[config.mk]
export PLATFORM = sky130hd
export DESIGN_NAME = tff_count_ctrl
export DESIGN_NICKNAME = d
export VERILOG_FILES = /design/src/rtl/tff_count_ctrl.sv
export SDC_FILE = /design/constraint.sdc
export NUM_CORES = 1
export LEC_CHECK = 0
export CORE_AREA = 2 2 42 48
export DETAILED_ROUTE_END_ITERATION = 12
export DIE_AREA = 0 0 44 50
export PLACE_DENSITY = 0.78
export SETUP_SLACK_MARGIN = 0.4
export SYNTH_ARGS = -nofsm -noshare
export SYNTH_HDL_FRONTEND = slang
export SYNTH_SLANG_ARGS = --single-unit
[constraint.sdc]
create_clock -name clk -period 3.15 [get_ports clk]
set_clock_uncertainty 0.2 [all_clocks]
set_input_delay 0.315 -clock clk [delete_from_list [all_inputs] [get_ports clk]]
set_output_delay 0.315 -clock clk [all_outputs]
set_load 0.05 [all_outputs]
[src/rtl/tff_count_ctrl.sv]
// Controller for a bank of WIDTH toggle stages forming an up/down counter with pause, abort and terminal-count done.
// Optional: define TFF_COUNT_CTRL_AUTORELOAD_EN to reload and keep running at terminal count instead of returning to IDLE.
module tff_count_ctrl #(
    parameter int unsigned WIDTH = 4
) (
    input  logic             clk,
    input  logic             rst,
    input  logic             start,
    input  logic             dir,
    input  logic [WIDTH-1:0] limit,
    input  logic             pause,
    input  logic             abort,
    output logic [WIDTH-1:0] t_vec,
    output logic [WIDTH-1:0] q,
    output logic [WIDTH-1:0] qbar,
    output logic             busy,
    output logic             done
);

    typedef enum logic [1:0] {
        ST_IDLE = 2'd0,
        ST_RUN  = 2'd1,
        ST_HOLD = 2'd2
    } state_t;

    state_t           r_state;
    state_t           w_state_nxt;
    logic [WIDTH-1:0] r_q;
    logic [WIDTH-1:0] w_q_nxt;
    logic             r_dir;
    logic             w_dir_nxt;
    logic [WIDTH-1:0] r_limit;
    logic [WIDTH-1:0] w_limit_nxt;
    logic             r_done;
    logic             w_done_nxt;
    logic             r_busy;
    logic [WIDTH-1:0] w_t_vec;
    logic [WIDTH-1:0] w_adv_t;
    logic [WIDTH-1:0] w_reload;
    logic             w_carry;
    logic             w_terminal;

    // Ripple toggle enables: a stage flips when every lower stage is 1 (up) or 0 (down).
    always_comb begin
        w_adv_t    = '0;
        w_carry    = 1'b1;
        w_adv_t[0] = 1'b1;
        for (int i = 1; i < int'(WIDTH); i++) begin
            w_carry    = w_carry & (r_dir ? ~r_q[i-1] : r_q[i-1]);
            w_adv_t[i] = w_carry;
        end
    end

    assign w_terminal = r_dir ? (r_q == '0) : (r_q == r_limit);
    assign w_reload   = r_dir ? r_limit : '0;

    // Next-state, next-count and toggle-enable decode.
    always_comb begin
        w_state_nxt = r_state;
        w_q_nxt     = r_q;
        w_dir_nxt   = r_dir;
        w_limit_nxt = r_limit;
        w_done_nxt  = 1'b0;
        w_t_vec     = '0;

        unique case (r_state)
            ST_IDLE: begin
                if (start) begin
                    w_state_nxt = ST_RUN;
                    w_dir_nxt   = dir;
                    w_limit_nxt = limit;
                    w_q_nxt     = dir ? limit : '0;
                end
            end
            ST_RUN: begin
                if (abort) begin
                    w_state_nxt = ST_IDLE;
                end else if (pause) begin
                    w_state_nxt = ST_HOLD;
                end else if (w_terminal) begin
                    w_done_nxt = 1'b1;
`ifdef TFF_COUNT_CTRL_AUTORELOAD_EN
                    w_t_vec = r_q ^ w_reload;
                    w_q_nxt = r_q ^ w_t_vec;
`else
                    w_state_nxt = ST_IDLE;
`endif
                end else begin
                    w_t_vec = w_adv_t;
                    w_q_nxt = r_q ^ w_adv_t;
                end
            end
            ST_HOLD: begin
                if (abort) begin
                    w_state_nxt = ST_IDLE;
                end else if (!pause) begin
                    w_state_nxt = ST_RUN;
                end
            end
            default: begin
                w_state_nxt = ST_IDLE;
            end
        endcase

        // Nothing toggles in a cycle that reset is about to override.
        if (rst) begin
            w_t_vec = '0;
        end
    end

    always_ff @(posedge clk) begin
        if (rst) begin
            r_state <= ST_IDLE;
            r_q     <= '0;
            r_dir   <= 1'b0;
            r_limit <= '0;
            r_done  <= 1'b0;
            r_busy  <= 1'b0;
        end else begin
            r_state <= w_state_nxt;
            r_q     <= w_q_nxt;
            r_dir   <= w_dir_nxt;
            r_limit <= w_limit_nxt;
            r_done  <= w_done_nxt;
            r_busy  <= (w_state_nxt != ST_IDLE);
        end
    end

    assign t_vec = w_t_vec;
    assign q     = r_q;
    assign qbar  = ~r_q;
    assign busy  = r_busy;
    assign done  = r_done;

endmodule

==> metrics.txt, run 1 <==
Combinational Power Share=0.333; Filler cells=168; DRT iter0 DRCs=9; area grow syn2layout=31.1%; clock power share=0.237; FP Rows=16; number of global-route vias before repair=734; GRT Util Overall=0.197; Pwr per Cell Area=~430 nW/um^2; Seq/Total Area, Yosys=0.331; Worst-Skew Late Latency=between 0.2 and 0.3 ns; TNS Setup=0 ns; slew margin rel.=0.669; sequential power share=0.430; leakage power=0.000405 uW; Worst-path clk slew=approximately 0.08 ns; CTS Buf Count=3; achievable frequency=~400 MHz; Compound-Gate Fraction of Synth Area=0.207; Slew Limit Fails=0; Synth Area in XOR/XNOR=0.100; vias=806; top-level I/O count=24; first-pass iteration count of the detailed router=4; number of I/O port buffers=23; layout cells sized above 1=0.138; Tightest Pin Transition=0.494 ns; post-synthesis adder-cell area fraction=0; Yosys cell types=32; Tmin final=2.53 ns; Die X=around 44 um; WL/cell=13.5 um; first-pass GRT wire length=~3200 um; status=finished clean; maximum clock path buffer count=2; Max IR drop VDD=approximately 0.25 mV; Synth Register Bits=13; RSZ-0062 raised after global routing=no; CP Launch Type=flop; # setup viols final=0; Final GP Congestion=about 0.79; Sw Share=0.364; DRC Markers=0; mux cell area share after synthesis=0; Final HPWL DP=~1400 um; final worst-path cycle share=0.803; type of the most critical hold path=reg2reg; Routed Antenna Nets=0; largest net degree at the start of global routing=13; total wire length=1900 um; Diodes inserted=0; Required @ worst endpoint=approximately 2.6 ns; Floorplan Core Area=~1700 sq um; Syn Nets=roughly 110; Mapped Cells=~100; Vias/cell=roughly 5.7; Remaining Overflow, GRT=0; Worst setup EP type=primary output; Synth Area per Inst=7.78 sq um; Die Y=approximately 50 um; flop2flop setup slack=between 1 and 1.5 ns; DIE AREA=between 2000 and 2500 sq um; initial core utilization=0.456; WHS=0.272 ns; final hold violation count=0; Nets=134; synthesized cell area=a little under 800 sq um; Synth Warn #=0; WS Path Type=reg2out; H-tree levels=1; total of max-cap violations=0; Simple-Gate Fraction of Synth Area=0.280; Worst Path Max Fanout=10; Sink Count=13; switching power=around 160 uW; internal cell power=~280 uW; worst endpoint data arrival time=approximately 2 ns; clock root buffer=clkbuf_4; largest family of logic cells by synthesized area=simple AND/OR/NAND/NOR gates; initial antenna violation count=0; CTS tree=done
## state kept, by name, indices dropped and copies added, names as in the netlist
signal	cells
busy	1
done	1
q	4
r_dir	1
r_limit	4
r_state	2
## through the flow
stage / setup WS, ns / instance area [sq um] / std cells / total power [uW] / util
after floorplan: 0.312 / 786 / 101 / 294 / -
after global placement: 0.395 / 997 / 137 / 333 / 0.579
after detailed placement: 0.362 / 997 / 137 / 336 / 0.579
after CTS: 0.472 / 1030 / 141 / 443 / 0.597
after global routing: 0.432 / 1030 / 141 / 466 / 0.598
final: 0.622 / 1030 / 141 / 441 / 0.598
## power groups by stage
stage | Combinational [uW] | Sequential, uW | Clock [uW]
floorplan | 89.6 | 205 | 0
global placement | 141 | 192 | 0
detailed placement | 143 | 193 | 0
CTS | 146 | 189 | 109
global route | 157 | 192 | 116
finish | 147 | 190 | 104
## layer usage
layer / up-vias / global-route usage / part of all wire / wire length, um
met1: 374 / 0.229 / 0.42 / 803
met5: - / 0 / 0 / 0
met2: 31 / 0.333 / 0.50 / 947
li1: 395 / - / - / -
met4: 0 / 0.116 / 0.023 / 44
met3: 6 / 0.0256 / 0.056 / 106
## cells in the mapped netlist
master	count	area share
dfxtp_1	13	0.33
nand2_1	12	0.057
a21oi_1	10	0.064
nor2_1	9	0.043
inv_1	6	0.029
nand3_1	6	0.038
xor2_1	5	0.056
xnor2_1	4	0.045
a211oi_1	3	0.029
and2_1	3	0.024
buf_2	3	0.019
nor3_1	3	0.019
a31oi_1	2	0.016
and3_1	2	0.016
buf_6	2	0.029
o21ai_0	2	0.013
a211o_2	1	0.013
a211oi_4	1	0.025
a21o_2	1	0.011
a311oi_1	1	0.011
and3_2	1	0.0096
clkbuf_1	1	0.0048
nand2b_1	1	0.0080
nand4_1	1	0.0080
nor2_2	1	0.0080
nor2b_1	1	0.0080
nor4_1	1	0.0080
nor4b_1	1	0.011
o221a_2	1	0.014
o32ai_1	1	0.011
or3_1	1	0.0080
or3_4	1	0.014
## logic make-up (layout without fill, tap and decap cells)
kind of cell	Yosys count	after routing
flip-flops	13	13
AND/OR/NAND/NOR	44	44
buffers and inverters	12	34
XOR/XNOR	9	9
AO/OA/AOI/OAI	23	23
## final cells by class
cell class                      count  area, sq um  area share
Clock buffer                        4         26.3      0.0255
Timing Repair Buffer               24          225       0.219
Tap cell                           18         22.5      0.0219
Sequential cell                    13          260       0.253
Multi-Input combinational cell     76          473       0.459
Inverter                            6         22.5      0.0219
## path summary, 6_finish.rpt
kind,startpoint,endpoint,depth (start not counted)
worst max-delay path,r_state[1]$_SDFF_PP0_,t_vec[2],6
worst min-delay path,r_limit[1]$_SDFFE_PP0P_,r_limit[1]$_SDFFE_PP0P_,2
worst max register to register,r_state[1]$_SDFF_PP0_,busy$_SDFF_PP0_,5
worst min register to register,r_limit[1]$_SDFFE_PP0P_,r_limit[1]$_SDFFE_PP0P_,2
## worst max-delay path: stages (launching register included)
cell and delay [ns]:
dfxtp_1 0.35, nand2b_1 0.32, or3_4 0.44, nor2_1 0.13, nand3_1 0.14, nor2_1 0.15, buf_4 0.21
## cell usage in the layout, fill, tap and decap left out, types with 2 or more instances in the layout
master	instances
a211oi_1	3
a21oi_1	10
a31oi_1	2
and2_1	3
and3_1	2
buf_4	4
clkbuf_4	3
clkdlybuf4s50_1	19
dfxtp_1	13
inv_1	6
nand2_1	12
nand3_1	6
nor2_1	9
nor3_1	2
o21ai_0	2
xnor2_1	4
xor2_1	5
## what timing repair did
item / CTS / global route
setup endpoints to repair: 1 / 1
buffers inserted: 0 / 0
hold endpoints to repair: 0 / 0
resized for setup: 2 / 3
hold buffers: 0 / 0
(Power assumes the default switching activity.)
==> run 2: changes to the inputs <==
--- a/config.mk
+++ b/config.mk
@@ -5,10 +5,10 @@
 export SDC_FILE = /design/constraint.sdc
 export NUM_CORES = 1
 export LEC_CHECK = 0
-export CORE_AREA = 2 2 42 48
+export CORE_AREA = 2 2 45 51
 export DETAILED_ROUTE_END_ITERATION = 12
-export DIE_AREA = 0 0 44 50
-export PLACE_DENSITY = 0.78
+export DIE_AREA = 0 0 47 53
+export PLACE_DENSITY = 0.72
 export SETUP_SLACK_MARGIN = 0.4
 export SYNTH_ARGS = -nofsm -noshare
 export SYNTH_HDL_FRONTEND = slang
==> constraint.sdc (replaced) <==
create_clock -name clk -period 2.2 [get_ports clk]
set_clock_uncertainty 0.2 [all_clocks]
set_input_delay 0.22 -clock clk [delete_from_list [all_inputs] [get_ports clk]]
set_output_delay 0.22 -clock clk [all_outputs]
set_load 0.05 [all_outputs]
==> run 2 against run 1 <==
  * Clock-buffer cell count did not move
  * Global-route usage rose by 1.1 points
  * Worst setup slack got worse by 0.51 ns
==> metrics.txt, run 2 (synthesis gave the netlist of run 1 again) <==
final hold violation count=0 (unchanged); Finished Cell Area=1410 sq um (was 1030 sq um); number of I/O port buffers=23 (unchanged); initial antenna violation count=0 (unchanged); # setup viols final=0 (unchanged); first-pass iteration count of the detailed router=4 (unchanged); area grow syn2layout=79.5% (was 31.1%); Hold Crit Depth=2 (unchanged); H-tree levels=1 (unchanged); commonest non-fill, non-tap cell in the layout=buf_4 (was clkdlybuf4s50_1); CTS tree=done (unchanged); type of the most critical hold path=reg2reg (unchanged); worst reg2reg startpoint=q[0]$_SDFFE_PP0P_ (was r_state[1]$_SDFF_PP0_); Worst Path Max Fanout=6 (was 10); WS Path Type=reg2out (unchanged); Worst-path clk slew=0.08 ns (about the same); layout cells sized above 1=0.461 (was 0.138); hold_sp=r_limit[0]$_SDFFE_PP0P_ (was r_limit[1]$_SDFFE_PP0P_); GRT Util Overall=0.208 (was 0.197); dpl cell area=1160 sq um (was 997 sq um); Vias/cell=5.38 (was 5.72); total of max-cap violations=0 (unchanged); flop2flop setup slack=0.13 ns (was 1.10 ns); number of global-route vias before repair=778 (was 734); Die X=47 um (was 44 um); Post-Place Setup Slack=0.0567 ns (was 0.362 ns); Tmin final=approximately 2.1 ns; WHS=0.293 ns (was 0.272 ns); first-pass GRT wire length=3640 um (was 3210 um); clock root buffer=clkbuf_4 (unchanged); vias=910 (was 806); Final HPWL DP=1370 um (was 1400 um); Diodes inserted=0 (unchanged); final setup margin=0.113 ns (was 0.622 ns); worst endpoint data arrival time=1.67 ns (was 2.01 ns); leakage power=0.000548 uW (was 0.000405 uW); WL/cell=14.3 um (was 13.5 um); DRC Markers=0 (unchanged); TNS Setup=0 ns (unchanged); Worst setup EP type=primary output (unchanged); status=finished clean (unchanged); R2R depth=8 (was 5); Final GP Congestion=0.766 (was 0.792); Post-Place Cells=149 (was 137); DRT iter0 DRCs=27 (was 9); Hold Crit Endpoint=r_limit[0]$_SDFFE_PP0P_ (was r_limit[1]$_SDFFE_PP0P_); initial core utilization=0.402 (was 0.456); Nets=152 (was 134); final worst-path cycle share=0.948; Max IR drop VDD=0.413 mV (was 0.252 mV); worst reg2reg path endpoint=q[3]$_SDFFE_PP0P_ (was busy$_SDFF_PP0_); Routed Antenna Nets=0 (unchanged); maximum clock path buffer count=2 (unchanged); FP Rows=17 (was 16); Remaining Overflow, GRT=0 (unchanged); Floorplan Core Area=1960 sq um (was 1720 sq um); commonest non-fill, non-tap cells in the layout=buf_4, nand2_1, clkdlybuf4s50_1, dlygate4sd2_1, a21oi_1 (was clkdlybuf4s50_1, dfxtp_1, nand2_1, a21oi_1, nor2_1); Sink Count=13 (unchanged); Die Y=53 um (was 50 um); total wire length=2420 um (was 1900 um); RSZ-0062 raised after global routing=yes (was no); final cell count without fillers=169 (was 141); CP Launch Type=flop (unchanged); Required @ worst endpoint=1.78 ns (was 2.63 ns); Slew Limit Fails=0 (unchanged); Pwr per Cell Area=513 nW/um^2 (was 428 nW/um^2); achievable frequency=479 MHz; Tightest Pin Transition=0.503 ns (was 0.494 ns); Worst-Skew Late Latency=0.28 ns (about the same); slew margin rel.=0.664 (was 0.669); CTS Buf Count=3 (unchanged); largest net degree at the start of global routing=13 (unchanged); top-level I/O count=24 (unchanged); DIE AREA=2490 sq um (was 2200 sq um)
[run 2: changes by cell type in the layout (fill, tap and decap cells not counted), moves of 4 or more]
cell             previous run  this run
buf_12                      0         4
clkinvlp_4                  0         4
nor2_4                      0         4
dfxtp_4                     0         6
buf_4                       4        16
dlygate4sd2_1               0         9
inv_1                       6         2
clkdlybuf4s50_1            19         9
nor2_1                      9         5
dfxtp_1                    13         6
[run 2: per-stage QoR]
| step | utilization | total power (uW) |
|---|---|---|
| finish | 0.721 | 723 |
| global route | 0.721 | 754 |
| CTS | 0.669 | 683 |
| detailed placement | 0.591 | 512 |
| global placement | 0.591 | 511 |
| floorplan | - | 451 |
[run 2: per-layer routing]
layer,vias up,part of all wire,GRT usage
met2,42,0.50,0.315
met3,8,0.053,0.0478
met5,-,0,0
li1,429,-,-
met4,0,0.027,0.111
met1,431,0.42,0.267
[run 2: cell type report]
cell class / count / area (sq um)
Multi-Input combinational cell: 76 / 612
Tap cell: 28 / 35.0
Sequential cell: 13 / 284
Fill cell: 140 / 547
Inverter: 6 / 37.5
Clock buffer: 4 / 26.3
Timing Repair Buffer: 42 / 415
[run 2: critical path: stages, from the launching register on]
cell	delay [ns]
dfxtp_4	0.39
nor4b_4	0.34
and2_4	0.22
a21oi_4	0.04
nand3_4	0.14
clkinvlp_4	0.11
buf_12	0.15
[run 2: what timing repair did]
item                                    4_1_cts  5_1_grt
pin swaps                                    12       11
resized for setup                            24       12
endpoints found under the setup margin       17       11
buffers inserted                             10        6
hold buffers                                  0        0
[run 2: worst max-delay path by stage]
stage	from	end	slack, ns	cells past startpoint
finish	q[0]$_SDFFE_PP0P_	t_vec[1]	0.11	6
global route	q[0]$_SDFFE_PP0P_	t_vec[1]	0.06	6
CTS	r_state[1]$_SDFF_PP0_	t_vec[2]	0.08	6
floorplan	q[3]$_SDFFE_PP0P_	t_vec[2]	0.17	5
global placement	pause	t_vec[3]	0.09	6
detailed placement	pause	busy$_SDFF_PP0_	0.06	5
[run 2: power breakdown]
| group | internal [uW] | switching [uW] | total (uW) |
|---|---|---|---|
| Clock | 70.4 | 82.2 | 153 |
| Sequential | 250 | 26.9 | 277 |
| Combinational | 125 | 168 | 294 |
==> run 3: changes to the inputs <==
--- a/config.mk
+++ b/config.mk
@@ -6,6 +6,7 @@
 export NUM_CORES = 1
 export LEC_CHECK = 0
 export CORE_AREA = 2 2 45 51
+export CTS_CLUSTER_SIZE = 25
 export DETAILED_ROUTE_END_ITERATION = 12
 export DIE_AREA = 0 0 47 53
 export PLACE_DENSITY = 0.72
==> constraint.sdc (replaced) <==
create_clock -name clk -period 2.2 [get_ports clk]
set_clock_uncertainty 0.2 [all_clocks]
set_input_delay 0.22 -clock clk [delete_from_list [all_inputs] [get_ports clk]]
set_output_delay 0.22 -clock clk [all_outputs]
set_load 0.02 [all_outputs]
==> run 3 against run 2 <==
  * Highest routed layer unchanged
  * Worst setup slack better by 0.049 ns
  * Maximum frequency is 2.4% higher
  * Register-to-register slack better by 0.04 ns
  * Critical path type unchanged
  * Largest cell class unchanged
==> metrics.txt, run 3 (synthesis gave the netlist of run 1 again) <==
status=finished clean (unchanged); Tightest Pin Transition=0.436 ns (was 0.503 ns); Diodes inserted=0 (unchanged); Slew Limit Fails=0 (unchanged); first-pass GRT wire length=3550 um (was 3640 um); total wire length=2310 um (was 2420 um); GRT Util Overall=0.202 (was 0.208); FP Rows=17 (unchanged); maximum clock path buffer count=2 (unchanged); number of global-route vias before repair=827 (was 778); type of the most critical hold path=reg2reg (unchanged); Die Y=53 um (unchanged); DRT iter0 DRCs=24 (was 27); RSZ-0062 raised after global routing=yes (unchanged); leakage power=0.000543 uW (was 0.000548 uW); WL/cell=13.3 um (was 14.3 um); final worst-path cycle share=0.926 (was 0.948); Hold Buf Count CTS=0 (unchanged); largest net degree at the start of global routing=13 (unchanged); WS Path Type=reg2out (unchanged); commonest non-fill, non-tap cells in the layout=buf_4, nand2_1, clkdlybuf4s50_1, a21oi_1, dfxtp_1 (was buf_4, nand2_1, clkdlybuf4s50_1, dlygate4sd2_1, a21oi_1); commonest non-fill, non-tap cell in the layout=buf_4 (unchanged); Worst-path clk slew=0.09 ns (was 0.08 ns); Vias/cell=5.14 (was 5.38); clock root buffer=clkbuf_4 (unchanged); initial core utilization=0.402 (unchanged); Tmin final=2.04 ns (was 2.09 ns); DRC Markers=0 (unchanged); final hold violation count=0 (unchanged); Final GP Congestion=0.806 (was 0.766); Worst-Skew Late Latency=0.29 ns (was 0.28 ns); Die X=47 um (unchanged); Floorplan Core Area=1960 sq um (unchanged); slew margin rel.=0.710 (was 0.664); initial antenna violation count=0 (unchanged); CP Launch Type=flop (unchanged); area grow syn2layout=71.7% (was 79.5%); register area=272 sq um (was 284 sq um); layout cells sized above 1=0.421 (was 0.461); Finished Cell Area=1350 sq um (was 1410 sq um); Max IR drop VDD=0.389 mV (was 0.413 mV); total power=712 uW (was 723 uW); Filler cells=157 (was 140); Worst Path Max Fanout=4 (was 6); CTS Buf Count=3 (unchanged); first-pass iteration count of the detailed router=6 (was 4); total of max-cap violations=0 (unchanged); H-tree levels=1 (unchanged); Worst setup EP type=primary output (unchanged); WHS=0.274 ns (was 0.293 ns); Remaining Overflow, GRT=0 (unchanged); Sink Count=13 (unchanged); Required @ worst endpoint=1.78 ns (about the same); multi-input logic area=579 sq um (was 612 sq um); Routed Antenna Nets=0 (unchanged); DIE AREA=2490 sq um (unchanged); Final HPWL DP=1570 um (was 1370 um); Nets=156 (was 152); # setup viols final=0 (unchanged); number of I/O port buffers=23 (unchanged); vias=890 (was 910); top-level I/O count=24 (unchanged); CTS tree=done (unchanged); worst endpoint data arrival time=1.62 ns (was 1.67 ns); Pwr per Cell Area=528 nW/um^2 (was 513 nW/um^2); achievable frequency=491 MHz (was 479 MHz); dpl cell area=1190 sq um (was 1160 sq um)
run 3: metal layers:
metal  track usage  wire, um  vias to the layer above
met5             0         0                        -
met4        0.0926        65                        0
met3        0.0273        96                        9
met2         0.349      1170                       32
met1         0.237       976                      410
li1              -         -                      439
run 3: worst paths after layout:
kind                            from                       to  slack, ns  cells past startpoint
min reg2reg  r_limit[3]$_SDFFE_PP0P_  r_limit[3]$_SDFFE_PP0P_       0.27                      2
max reg2reg    r_state[1]$_SDFF_PP0_        q[3]$_SDFFE_PP0P_       0.17                      8
max                q[1]$_SDFFE_PP0P_                 t_vec[0]       0.16                      6
min          r_limit[3]$_SDFFE_PP0P_  r_limit[3]$_SDFFE_PP0P_       0.27                      2
run 3: repair_timing:
action / in CTS / in global routing
resized for setup: 48 / 4
pin swaps: 12 / 7
buffers inserted: 3 / 2
endpoints found under the setup margin: 17 / 10
run 3: metrics by stage:
step | instances | setup slack [ns] | utilization | setup TNS (ns)
2_1_floorplan | 101 | 0.396 | - | 0
4_1_cts | 171 | 0.193 | 0.671 | 0
3_5_place_dp | 164 | -0.253 | 0.609 | -0.797
3_3_place_gp | 164 | -0.215 | 0.609 | -0.677
6_report | 173 | 0.163 | 0.689 | 0
5_1_grt | 173 | 0.101 | 0.689 | 0
run 3: cell type report:
type                    instances  area share
clock buffers                   4      0.0195
well taps                      28      0.0260
repair buffers                 46       0.304
flip-flops and latches         13       0.201
multi-input cells              76       0.430
inverters                       6      0.0195
run 3: power breakdown:
part           total, uW  switching [uW]  internal [uW]
clock network        164            93.3           70.6
registers            268            16.8            251
logic                281             140            140
total                712             250            462
run 3: worst max-delay path, cell delays in order (launching register included):
cell and delay, ns:
dfxtp_4 0.38, nor4b_4 0.31, and2_4 0.21, a21oi_4 0.04, buf_6 0.13, and2_4 0.14, buf_6 0.12
